==> config.mk <==
export PLATFORM = sky130hd
export DESIGN_NAME = traffic_phase_ctrl_flat
export DESIGN_NICKNAME = d
export VERILOG_FILES = /design/src/rtl/traffic_phase_ctrl_pkg.sv /design/src/rtl/traffic_phase_ctrl_if.sv /design/src/rtl/traffic_phase_ctrl_sec_tick_gen.sv /design/src/rtl/traffic_phase_ctrl.sv /design/src/flat_wrapper.sv
export SDC_FILE = /design/constraint.sdc
export NUM_CORES = 1
export LEC_CHECK = 0
export ABC_CLOCK_PERIOD_IN_PS = 6900
export CAP_MARGIN = 40
export CORE_AREA = 2 2 71 73
export CTS_CLUSTER_SIZE = 30
export DETAILED_ROUTE_END_ITERATION = 8
export DIE_AREA = 0 0 73 75
export GPL_ROUTABILITY_DRIVEN = 0
export HOLD_SLACK_MARGIN = 0.1
export MAX_ROUTING_LAYER = met4
export PLACE_DENSITY = 0.89
export SLEW_MARGIN = 0
export SYNTH_ARGS = -nofsm -noshare
export SYNTH_HDL_FRONTEND = slang
export SYNTH_SLANG_ARGS = --single-unit
==> constraint.sdc <==
create_clock -name clk -period 6.9 [get_ports clk]
set_clock_uncertainty 0.15 [all_clocks]
set_input_delay 1.035 -clock clk [delete_from_list [all_inputs] [get_ports clk]]
set_output_delay 1.035 -clock clk [all_outputs]
set_load 0.03 [all_outputs]
==> src/rtl/traffic_phase_ctrl_pkg.sv <==
// rtl/traffic_phase_ctrl_pkg.sv - phase codes, light encodings and default timings
package traffic_phase_ctrl_pkg;

  typedef enum logic [2:0] {
    NS_GREEN  = 3'd0,
    NS_YELLOW = 3'd1,
    ALLRED_A  = 3'd2,
    EW_GREEN  = 3'd3,
    EW_YELLOW = 3'd4,
    ALLRED_B  = 3'd5
  } phase_e;

  // Light vectors are {red,yellow,green}
  localparam logic [2:0] LIGHT_R = 3'b100;
  localparam logic [2:0] LIGHT_Y = 3'b010;
  localparam logic [2:0] LIGHT_G = 3'b001;

  localparam int TICK_DIV_DEF  = 16_000_000;
  localparam int GREEN_DEF_S   = 20;
  localparam int GREEN_MIN_S   = 5;
  localparam int GREEN_MAX_S   = 60;
  localparam int YELLOW_S      = 3;
  localparam int ALLRED_S      = 1;

endpackage

==> src/rtl/traffic_phase_ctrl_if.sv <==
// rtl/traffic_phase_ctrl_if.sv - operator inputs and light/display outputs of the phase sequencer
interface traffic_phase_ctrl_if;

  logic       pause;
  logic       btn_up;
  logic       btn_dn;
  logic [2:0] ns_light;
  logic [2:0] ew_light;
  logic [3:0] sec_tens;
  logic [3:0] sec_ones;
  logic [2:0] phase;
  logic       tick;

  modport master (
    output pause, btn_up, btn_dn,
    input  ns_light, ew_light, sec_tens, sec_ones, phase, tick
  );

  modport slave (
    input  pause, btn_up, btn_dn,
    output ns_light, ew_light, sec_tens, sec_ones, phase, tick
  );

endinterface

==> src/rtl/traffic_phase_ctrl_sec_tick_gen.sv <==
// rtl/traffic_phase_ctrl_sec_tick_gen.sv - clk prescaler producing a one-cycle seconds strobe
module traffic_phase_ctrl_sec_tick_gen #(
  parameter int TICK_DIV = 16_000_000
) (
  input  logic clk,
  input  logic rst,
  input  logic hold,
  output logic tick
);

  localparam int CW = (TICK_DIV > 1) ? $clog2(TICK_DIV) : 1;
  localparam logic [CW-1:0] LAST = CW'(TICK_DIV - 1);

  logic [CW-1:0] count;

  // hold parks the count so a resumed second finishes its remaining cycles
  assign tick = (count == LAST) && !hold;

  always_ff @(posedge clk or posedge rst) begin
    if (rst) begin
      count <= '0;
    end else if (!hold) begin
      count <= (count == LAST) ? '0 : count + CW'(1);
    end
  end

endmodule

==> src/rtl/traffic_phase_ctrl.sv <==
// rtl/traffic_phase_ctrl.sv - six-phase two-way traffic light sequencer with BCD countdown
module traffic_phase_ctrl
  import traffic_phase_ctrl_pkg::*;
#(
  parameter int TICK_DIV  = TICK_DIV_DEF,
  parameter int GREEN_DEF = GREEN_DEF_S,
  parameter int GREEN_MIN = GREEN_MIN_S,
  parameter int GREEN_MAX = GREEN_MAX_S,
  parameter int YELLOW_T  = YELLOW_S,
  parameter int ALLRED_T  = ALLRED_S
) (
  input logic                 clk,
  input logic                 rst,
  traffic_phase_ctrl_if.slave bus
);

  logic [1:0] pause_sync;
  logic [2:0] up_sh;
  logic [2:0] dn_sh;
  logic       pause_s;
  logic       up_press;
  logic       dn_press;
  logic       tick;
  logic [6:0] green_len;
  phase_e     phase_q, phase_d, nxt;
  logic [6:0] remain_q, remain_d, nxt_len;
  logic [2:0] ns_l, ew_l;
  logic       illegal;

  // Buttons idle high; shift[1] is the synchronised level, shift[2] its previous value
  always_ff @(posedge clk or posedge rst) begin
    if (rst) begin
      pause_sync <= 2'b00;
      up_sh      <= 3'b111;
      dn_sh      <= 3'b111;
    end else begin
      pause_sync <= {pause_sync[0], bus.pause};
      up_sh      <= {up_sh[1:0], bus.btn_up};
      dn_sh      <= {dn_sh[1:0], bus.btn_dn};
    end
  end

  assign pause_s  = pause_sync[1];
  assign up_press = up_sh[2] & ~up_sh[1];
  assign dn_press = dn_sh[2] & ~dn_sh[1];

  traffic_phase_ctrl_sec_tick_gen #(.TICK_DIV(TICK_DIV)) u_tick (
    .clk  (clk),
    .rst  (rst),
    .hold (pause_s),
    .tick (tick)
  );

  always_ff @(posedge clk or posedge rst) begin
    if (rst) begin
      green_len <= 7'(GREEN_DEF);
    end else if (up_press && !dn_press && green_len < 7'(GREEN_MAX)) begin
      green_len <= green_len + 7'd1;
    end else if (dn_press && !up_press && green_len > 7'(GREEN_MIN)) begin
      green_len <= green_len - 7'd1;
    end
  end

  always_ff @(posedge clk or posedge rst) begin
    if (rst) begin
      phase_q  <= NS_GREEN;
      remain_q <= 7'(GREEN_DEF);
    end else begin
      phase_q  <= phase_d;
      remain_q <= remain_d;
    end
  end

  always_comb begin
    phase_d  = phase_q;
    remain_d = remain_q;
    nxt      = NS_GREEN;
    nxt_len  = green_len;
    ns_l     = LIGHT_R;
    ew_l     = LIGHT_R;
    illegal  = 1'b0;
    case (phase_q)
      NS_GREEN:  begin nxt = NS_YELLOW; nxt_len = 7'(YELLOW_T); ns_l = LIGHT_G; end
      NS_YELLOW: begin nxt = ALLRED_A;  nxt_len = 7'(ALLRED_T); ns_l = LIGHT_Y; end
      ALLRED_A:  begin nxt = EW_GREEN;  nxt_len = green_len;                   end
      EW_GREEN:  begin nxt = EW_YELLOW; nxt_len = 7'(YELLOW_T); ew_l = LIGHT_G; end
      EW_YELLOW: begin nxt = ALLRED_B;  nxt_len = 7'(ALLRED_T); ew_l = LIGHT_Y; end
      ALLRED_B:  begin nxt = NS_GREEN;  nxt_len = green_len;                   end
      default:   illegal = 1'b1;
    endcase
    if (illegal) begin
      phase_d  = NS_GREEN;
      remain_d = green_len;
    end else if (tick) begin
      if (remain_q == 7'd1) begin
        phase_d  = nxt;
        remain_d = nxt_len;
      end else begin
        remain_d = remain_q - 7'd1;
      end
    end
  end

  assign bus.ns_light = ns_l;
  assign bus.ew_light = ew_l;
  assign bus.phase    = phase_q;
  assign bus.tick     = tick;
  assign bus.sec_tens = 4'(remain_q / 7'd10);
  assign bus.sec_ones = 4'(remain_q % 7'd10);

endmodule

==> src/flat_wrapper.sv <==
// flat-port wrapper written by rule: the top's interface ports become plain ports
module traffic_phase_ctrl_flat import traffic_phase_ctrl_pkg::*;
#(
  parameter int TICK_DIV  = TICK_DIV_DEF,
  parameter int GREEN_DEF = GREEN_DEF_S,
  parameter int GREEN_MIN = GREEN_MIN_S,
  parameter int GREEN_MAX = GREEN_MAX_S,
  parameter int YELLOW_T  = YELLOW_S,
  parameter int ALLRED_T  = ALLRED_S
)
  (clk, rst, bus_pause, bus_btn_up, bus_btn_dn, bus_ns_light, bus_ew_light, bus_sec_tens, bus_sec_ones, bus_phase, bus_tick);
  traffic_phase_ctrl_if bus_i ();
  input logic clk;
  input logic rst;
  input wire logic [$bits(bus_i.pause)-1:0] bus_pause;
  input wire logic [$bits(bus_i.btn_up)-1:0] bus_btn_up;
  input wire logic [$bits(bus_i.btn_dn)-1:0] bus_btn_dn;
  output wire logic [$bits(bus_i.ns_light)-1:0] bus_ns_light;
  output wire logic [$bits(bus_i.ew_light)-1:0] bus_ew_light;
  output wire logic [$bits(bus_i.sec_tens)-1:0] bus_sec_tens;
  output wire logic [$bits(bus_i.sec_ones)-1:0] bus_sec_ones;
  output wire logic [$bits(bus_i.phase)-1:0] bus_phase;
  output wire logic [$bits(bus_i.tick)-1:0] bus_tick;
  assign bus_i.pause = bus_pause;
  assign bus_i.btn_up = bus_btn_up;
  assign bus_i.btn_dn = bus_btn_dn;
  assign bus_ns_light = bus_i.ns_light;
  assign bus_ew_light = bus_i.ew_light;
  assign bus_sec_tens = bus_i.sec_tens;
  assign bus_sec_ones = bus_i.sec_ones;
  assign bus_phase = bus_i.phase;
  assign bus_tick = bus_i.tick;
  traffic_phase_ctrl #(.TICK_DIV(TICK_DIV), .GREEN_DEF(GREEN_DEF), .GREEN_MIN(GREEN_MIN), .GREEN_MAX(GREEN_MAX), .YELLOW_T(YELLOW_T), .ALLRED_T(ALLRED_T)) u_core (.clk(clk), .rst(rst), .bus(bus_i));
endmodule
==> reports/summary.txt, run 1 <==
STATUS
-----------------------------------------------------------------------------------------------
Status ........................................................................... complete, no violations

ROUTING
-----------------------------------------------------------------------------------------------
Number of vias in the routed layout ..............................................        2,324
Wire per inst ....................................................................     12.98 µm
Iteration-0 DRC count of the detailed router .....................................          165
1st-pass router iterations .......................................................            5
Count of antenna-violating nets left after detailed routing ......................            0
Detail-routed via count per cell .................................................        5.884
Total wire length after detailed routing .........................................     5.129 mm
DRC viols ........................................................................            0

TIMING
-----------------------------------------------------------------------------------------------
Setup violators final ............................................................            0
Final Slew Violations ............................................................            0
Final cycle utilization of the critical path .....................................       66.58%
Final critical path time including I/O delays and setup ..........................     4.594 ns
Setup repair after global routing missed its margin ..............................        false
Fmax achieved ....................................................................    217.7 MHz
Worst Slack Setup Final ..........................................................     2.306 ns
Setup TNS after final layout .....................................................         0 ns
Slew margin rel. .................................................................       43.26%
Final hold viol count ............................................................            0
Worst hold-check slack ...........................................................    0.2025 ns
Worst slew pin tran ..............................................................    0.8445 ns

CRITICAL PATH
-----------------------------------------------------------------------------------------------
Reg-to-reg critical path startpoint .............................................. u_core.up_sh[2]$_DFF_PP1_
Setup slack, reg-to-reg ..........................................................      4.16 ns
Critical Path Fanout Max .........................................................           12
Crit path capture ................................................................ bus_sec_ones[2]
Kind of launch point of the worst setup path .....................................    flip-flop
Top cell family by delay on the critical path .................................... simple AND/OR/NAND/NOR gates
Slowest stage cell, crit path .................................................... sky130_fd_sc_hd__clkdlybuf4s50_1
WP data required .................................................................      5.71 ns
Buf/Inv on CP ....................................................................            1
Worst setup EP type ..............................................................   output pin
Data arrival time of the worst path ..............................................      3.41 ns
Worst setup path category ........................................................   reg -> out
Delay contributed by the slowest stage of the critical path ......................      0.69 ns
Path length in cells of the critical path ........................................            8
Reg-to-reg critical path endpoint ................................................ u_core.green_len[6]$_DFFE_PP0P_
Critical Path, Cell by Cell ...................................................... nor2b_1 > nor3_1 > nor3_1 > ha_1 > o41ai_1 > a21boi_0 > mux2i_1 > clkdlybuf4s50_1
Reg2Reg Depth ....................................................................           10
Critical Path Most Common Cell ................................................... sky130_fd_sc_hd__nor3_1
Worst Setup SP ................................................................... u_core.remain_q[2]$_DFFE_PP1P_

CTS
-----------------------------------------------------------------------------------------------
Resized cells post-CTS ...........................................................            0
CTS tree .........................................................................         done
Number of buffers created by CTS .................................................            5
Clock input transition at the sequential cells of the worst setup and hold paths .      0.09 ns
Deepest clock path buffer count ..................................................            2
Clock latency on the worst-skew pair .............................................      0.30 ns
Number of setup buffers added after CTS ..........................................            0
Clock root buffer ................................................................ sky130_fd_sc_hd__clkbuf_8
Sink Count .......................................................................           49
CTS HTree Levels .................................................................            2
# hold bufs at CTS ...............................................................            0

FINAL LAYOUT
-----------------------------------------------------------------------------------------------
Filler cells .....................................................................          342
Area taken by multi-input logic gates ............................................     1554 µm²
Share of layout cells above drive strength 1 .....................................       7.918%
Post-route standard cell area excluding fillers ..................................     3253 µm²
Ant diodes .......................................................................            0
Final core utilization ...........................................................       69.80%
Net count of the finished layout .................................................          358
Sequential cell area .............................................................     1239 µm²
Area added between synthesis and finish ..........................................       12.36%

SYNTH
-----------------------------------------------------------------------------------------------
Synthesized flop and latch total .................................................           49
Synthesized area .................................................................     2895 µm²
Syn_nets .........................................................................          341
Most instantiated flip-flop cell in the synthesis netlist ........................ sky130_fd_sc_hd__dfrtp_1
Post-Syn Area per Cell ...........................................................    8.936 µm²
Fraction of registers with async set/reset .......................................       100.0%
Sequential cell area fraction in the yosys report ................................       42.78%
Count of flip-flops with a built-in enable after synthesis .......................            0
Instance count of the mapped netlist .............................................          324
Yosys warnings ...................................................................            0
Distinct cell type count after synthesis .........................................           53

FLOORPLAN
-----------------------------------------------------------------------------------------------
Number of rows in the core area ..................................................           25
Num ports ........................................................................           23
Die span in x ....................................................................        73 µm
Die Outline Area .................................................................     5475 µm²
Starting Density .................................................................       62.12%
Die height .......................................................................        75 µm
Core area ........................................................................     4661 µm²

PLACE
-----------------------------------------------------------------------------------------------
Quantity of I/O buffers inserted on ports ........................................           22
Placed cell area .................................................................     3149 µm²
Worst setup timing slack at the placement stage ..................................     2.613 ns
Detail Placement HPWL ............................................................     3.802 mm

GRT
-----------------------------------------------------------------------------------------------
Maximum number of pins on one net before global-route repair .....................           34
Total congestion overflow ........................................................            0
Vias in the first global route ...................................................        2,143
First-pass GRT wire length .......................................................     9.052 mm
Number of antenna violations at the first check in global routing ................            0
Global-route usage over all layers ...............................................       21.83%

POWER AND IR DROP
-----------------------------------------------------------------------------------------------
Peak supply drop .................................................................     152.1 µV
Power density over the cells ..................................................... 225.3 nW/µm²
Leakage component of the power ...................................................     1.388 nW

WORST HOLD PATH
-----------------------------------------------------------------------------------------------
Min-Delay Path Class .............................................................   reg -> reg

FLOW RUN
-----------------------------------------------------------------------------------------------
Max-cap violations ...............................................................            0

## cells in the mapped netlist, drive strengths merged, types with 9 or more instances
| cell | count | area share [%] |
|---|---|---|
| nor2 | 35 | 4.5 |
| nor3 | 11 | 1.9 |
| a21oi | 20 | 3.5 |
| dfrtp | 39 | 34 |
| nand2 | 38 | 4.9 |
| inv | 13 | 1.7 |
| xnor2 | 21 | 6.4 |
| clkbuf | 9 | 1.2 |
| dfstp | 10 | 9.1 |
| xor2 | 10 | 3.0 |
| ha | 11 | 4.8 |
| o21ai | 18 | 3.1 |
| nand3 | 10 | 1.7 |
## sequential cells by signal, indices dropped and copies added (netlist names)
signal and count:
u_core.dn_sh 3, u_core.green_len 7, u_core.pause_sync 2, u_core.remain_q 7, u_core.up_sh 3, u_core.bus.phase 3
u_core.u_tick.count 24
## cell usage in the layout, fill, tap and decap left out, types with 2 or more instances in the layout
master and instances:
sky130_fd_sc_hd__and2_1 2, sky130_fd_sc_hd__a21oi_1 20, sky130_fd_sc_hd__or2_2 2, sky130_fd_sc_hd__xnor2_1 21, sky130_fd_sc_hd__xor2_1 10, sky130_fd_sc_hd__o21ai_0 18, sky130_fd_sc_hd__nand3_1 10, sky130_fd_sc_hd__and3_1 4
sky130_fd_sc_hd__and4_1 2, sky130_fd_sc_hd__a21o_1 5, sky130_fd_sc_hd__a31oi_1 4, sky130_fd_sc_hd__nor2b_1 6, sky130_fd_sc_hd__nor2_1 35, sky130_fd_sc_hd__or3_1 4, sky130_fd_sc_hd__o22ai_1 3, sky130_fd_sc_hd__nand2b_1 7
sky130_fd_sc_hd__nand2_1 38, sky130_fd_sc_hd__clkdlybuf4s50_1 22, sky130_fd_sc_hd__ha_1 11, sky130_fd_sc_hd__inv_1 12, sky130_fd_sc_hd__clkbuf_8 5, sky130_fd_sc_hd__dfstp_2 10, sky130_fd_sc_hd__nor3b_1 2, sky130_fd_sc_hd__nor3_1 11
sky130_fd_sc_hd__mux2_2 2, sky130_fd_sc_hd__dfrtp_1 39, sky130_fd_sc_hd__nand4_1 7, sky130_fd_sc_hd__mux2i_1 2
## routing by layer
metal / GRT usage [%] / share of wire [%] / routed length [µm]
met1: 26.37 / 46 / 2372
met2: 37.54 / 49 / 2533
met3: 3.614 / 3.0 / 152
met4: 6.996 / 1.4 / 70
met5: - / 0 / 0
## worst min path at each step
stage | from | to | depth (start not counted)
final | u_core.pause_sync[0]$_DFF_PP0_ | u_core.pause_sync[1]$_DFF_PP0_ | 0
after global routing | u_core.dn_sh[1]$_DFF_PP1_ | u_core.dn_sh[2]$_DFF_PP1_ | 0
after CTS | u_core.pause_sync[0]$_DFF_PP0_ | u_core.pause_sync[1]$_DFF_PP0_ | 0
after detailed placement | u_core.pause_sync[0]$_DFF_PP0_ | u_core.pause_sync[1]$_DFF_PP0_ | 0
after global placement | u_core.pause_sync[0]$_DFF_PP0_ | u_core.pause_sync[1]$_DFF_PP0_ | 0
after floorplan | u_core.pause_sync[0]$_DFF_PP0_ | u_core.pause_sync[1]$_DFF_PP0_ | 0
## per-stage QoR
step / total power [mW] / instances
2_1_floorplan: 0.5036 / 324
3_3_place_gp: 0.5297 / 387
3_5_place_dp: 0.5429 / 388
4_1_cts: 0.7384 / 395
5_1_grt: 0.7796 / 395
6_report: 0.7330 / 395
## worst reg2reg max path: cells and delay by family, from the launching register on
kind,cells,cell delay [ns]
XOR/XNOR,1,0.14
AO/OA/AOI/OAI,3,0.57
adder cells (fa/ha/maj),1,0.42
flip-flops,1,0.51
AND/OR/NAND/NOR,5,0.85
## report_power, final
group	switching [mW]	internal, mW	total (mW)
combinational	0.0764	0.0805	0.157
sequential	0.0514	0.330	0.381
clock	0.0898	0.105	0.195
total	0.218	0.515	0.733
## layout make-up
| type | count | share of cell area, % |
|---|---|---|
| clock buffers | 5 | 2.115 |
| clock inverters | 2 | 1.077 |
| inverters | 13 | 1.500 |
| multi-input cells | 249 | 47.77 |
| flip-flops and latches | 49 | 38.08 |
| well taps | 54 | 2.077 |
| repair buffers | 23 | 7.385 |
## cells by family after synthesis
family                   after synthesis  share of synthesized area [%]
AND/OR/NAND/NOR                      137                          23.38
AO/OA/AOI/OAI                         65                          14.00
flip-flops                            49                          42.78
XOR/XNOR                              31                          9.378
buffers and inverters                 26                          3.544
adder cells (fa/ha/maj)               12                          5.445
multiplexers                           4                          1.469
(Power assumes the default switching activity.)
==> run 2, diff against run 1 <==
Settings changed: ABC_CLOCK_PERIOD_IN_PS 6900 to 3800, CORE_AREA 2 2 71 73 to 2 2 77 79, DIE_AREA 0 0 73 75 to 0 0 79 81, PLACE_DENSITY 0.89 to 0.8.
Clock period 6.9 ns to 3.8 ns, I/O delays scaled along.
==> run 2 against run 1 <==
  * Non-clock buffer count rose by 6
  * Cell count rose by 7.1%
  * Global-route usage fell by 2.3 points
  * Clock power rose by 68%
  * Count of clock-buffer cells in the layout rose by 2
  * Via count rose by 2.0%
  * Setup slack got worse by 2.1 ns
  * Die area rose by 17%
  * Critical path type unchanged
==> reports/summary.txt, run 2 (same netlist as run 1, synthesis figures left out) <==
CRITICAL PATH
-----------------------------------------------------------------------------------------------
Worst setup EP type ..............................................................   output pin
Top cell family by delay on the critical path .................................... simple AND/OR/NAND/NOR gates
Critical Path Fanout Max .........................................................            6
Worst setup path category ........................................................   reg -> out
Slowest stage cell, crit path .................................................... sky130_fd_sc_hd__clkdlybuf4s50_1
Critical Path Most Common Cell ................................................... sky130_fd_sc_hd__nor3_1
Delay contributed by the slowest stage of the critical path ......................      0.60 ns
Critical Path, Cell by Cell ...................................................... nor2b_1 > nor3_1 > nor3_1 > ha_1 > o41ai_1 > a21boi_1 > inv_1 > clkdlybuf4s50_1
Kind of launch point of the worst setup path .....................................    flip-flop
Data arrival time of the worst path ..............................................      2.84 ns
WP data required .................................................................      3.08 ns
Buf/Inv on CP ....................................................................            2

PLACE
-----------------------------------------------------------------------------------------------
Quantity of I/O buffers inserted on ports ........................................           22
Placed insts .....................................................................          415
Detail Placement HPWL ............................................................     4.124 mm

CTS
-----------------------------------------------------------------------------------------------
Number of setup buffers added after CTS ..........................................            0
Clock root buffer ................................................................ sky130_fd_sc_hd__clkbuf_8
Clock input transition at the sequential cells of the worst setup and hold paths .      0.08 ns
CTS HTree Levels .................................................................            2
Deepest clock path buffer count ..................................................            2
Clock latency on the worst-skew pair .............................................      0.30 ns
Sink Count .......................................................................           49
CTS tree .........................................................................         done
Number of buffers created by CTS .................................................            5

FLOORPLAN
-----------------------------------------------------------------------------------------------
Num ports ........................................................................           23
Starting Density .................................................................       51.01%
Number of rows in the core area ..................................................           28
Die height .......................................................................        81 µm
Core area ........................................................................     5675 µm²
Die Outline Area .................................................................     6399 µm²
Die span in x ....................................................................        79 µm

TIMING
-----------------------------------------------------------------------------------------------
Final hold viol count ............................................................            0
Final critical path time including I/O delays and setup ..........................     3.564 ns
Slew margin rel. .................................................................       41.79%
Setup violators final ............................................................            0
Setup repair after global routing missed its margin ..............................        false
Final cycle utilization of the critical path .....................................       93.80%
Worst slew pin tran ..............................................................    0.8665 ns
Setup TNS after final layout .....................................................         0 ns
Fmax achieved ....................................................................    280.6 MHz
Final Slew Violations ............................................................            0
Worst hold-check slack ...........................................................    0.2081 ns

POWER AND IR DROP
-----------------------------------------------------------------------------------------------
Peak supply drop .................................................................     245.5 µV
Leakage component of the power ...................................................     1.444 nW
Power density over the cells ..................................................... 392.4 nW/µm²

ROUTING
-----------------------------------------------------------------------------------------------
Count of antenna-violating nets left after detailed routing ......................            0
DRC viols ........................................................................            0
Number of vias in the routed layout ..............................................        2,371
Wire per inst ....................................................................     13.34 µm
Total wire length after detailed routing .........................................     5.643 mm
1st-pass router iterations .......................................................            4
Iteration-0 DRC count of the detailed router .....................................          192
Detail-routed via count per cell .................................................        5.605

FINAL LAYOUT
-----------------------------------------------------------------------------------------------
Max reg flops ....................................................................           24
Filler cells .....................................................................          487
Top Registers .................................................................... u_core.u_tick.count x24, u_core.green_len x7, u_core.remain_q x7
Net count of the finished layout .................................................          364
Area added between synthesis and finish ..........................................       14.87%
Ant diodes .......................................................................            0
Register with the most flip-flops ................................................ u_core.u_tick.count
Area taken by multi-input logic gates ............................................     1556 µm²
Non-filler cells, final ..........................................................          423
Most frequent cells in the layout ................................................ sky130_fd_sc_hd__dfrtp_1, sky130_fd_sc_hd__nand2_1, sky130_fd_sc_hd__nor2_1, sky130_fd_sc_hd__xnor2_1
Share of layout cells above drive strength 1 .....................................       10.06%
Most common cell after layout, fill and taps aside ............................... sky130_fd_sc_hd__dfrtp_1
Sequential cell area .............................................................     1239 µm²

GRT
-----------------------------------------------------------------------------------------------
Global-route usage over all layers ...............................................       19.58%
Vias in the first global route ...................................................        2,180
First-pass GRT wire length .......................................................     9.660 mm
Number of antenna violations at the first check in global routing ................            0
Maximum number of pins on one net before global-route repair .....................           35
Total congestion overflow ........................................................            0

STATUS
-----------------------------------------------------------------------------------------------
Status ........................................................................... complete, no violations

WORST HOLD PATH
-----------------------------------------------------------------------------------------------
Min-Delay Path Class .............................................................   reg -> reg

FLOW RUN
-----------------------------------------------------------------------------------------------
Max-cap violations ...............................................................            0

## run 2: cell types whose count changed in the layout (fill, tap and decap cells not counted), sizes merged
cell	delta
buf	+6
clkbuf	+2
dlymetal6s2s	+1
clkdlybuf4s50	-2
dlygate4sd2	+1
bufinv	-1
## run 2: what timing repair did
action,in CTS,in global routing
pin swaps,0,1
hold buffers,0,0
gates resized for setup,3,1
setup endpoints to repair,3,2
## run 2: worst paths after layout
check,start,to,slack [ns],cells after the start
max,u_core.remain_q[4]$_DFFE_PP1P_,bus_sec_tens[0],0.24,8
min,u_core.dn_sh[0]$_DFF_PP1_,u_core.dn_sh[1]$_DFF_PP1_,0.21,0
max reg2reg,u_core.up_sh[2]$_DFF_PP1_,u_core.green_len[6]$_DFFE_PP0P_,1.08,10
min reg2reg,u_core.dn_sh[0]$_DFF_PP1_,u_core.dn_sh[1]$_DFF_PP1_,0.21,0
max in group asynchronous,rst,u_core.remain_q[4]$_DFFE_PP1P_,2.53,3
min in group asynchronous,rst,u_core.u_tick.count[4]$_DFFE_PP0N_,0.40,2
## run 2: cell type report
class,count,share of cell area (%)
Sequential cell,49,37.25
Clock buffer,7,2.897
Timing Repair Buffer,29,8.616
Clock inverter,1,0.1505
Inverter,13,1.467
Multi-Input combinational cell,249,46.80
Tap cell,75,2.822
## run 2: routing by layer
metal  track usage [%]  part of all wire, %  vias up
li1                  -                    -     1167
met5                 -                    0        -
met2             32.46                   50       57
met1             23.67                   44     1137
met3             3.444                  4.3       10
met4             8.621                  1.5        0
## run 2: report_power, final
part           switching (mW)  internal [mW]
sequential             0.0937          0.598
combinational           0.137          0.148
clock                   0.163          0.165
total                   0.394          0.911
## run 2: per-stage QoR
stage | util (%) | power [mW] | setup WS (ns) | instance area [µm²]
after CTS | 58.55 | 1.320 | 0.03585 | 3323
after detailed placement | 56.75 | 0.9855 | 0.09330 | 3221
after global placement | 56.39 | 0.9619 | 0.2785 | 3201
final | 58.60 | 1.305 | 0.2356 | 3326
after floorplan | - | 0.9144 | 0.5907 | 2895
after global routing | 58.60 | 1.397 | 0.008292 | 3326
## run 2: worst reg2reg max path, stage by stage, from the launching register on
cell and delay (ns):
sky130_fd_sc_hd__dfstp_2 0.51, sky130_fd_sc_hd__nor2b_1 0.20, sky130_fd_sc_hd__nand3_1 0.12, sky130_fd_sc_hd__or2_2 0.37, sky130_fd_sc_hd__fa_1 0.43, sky130_fd_sc_hd__a21o_1 0.17, sky130_fd_sc_hd__a21oi_1 0.21, sky130_fd_sc_hd__nor2b_1 0.07
sky130_fd_sc_hd__o21ai_0 0.15, sky130_fd_sc_hd__nand2_1 0.08, sky130_fd_sc_hd__xor2_1 0.14
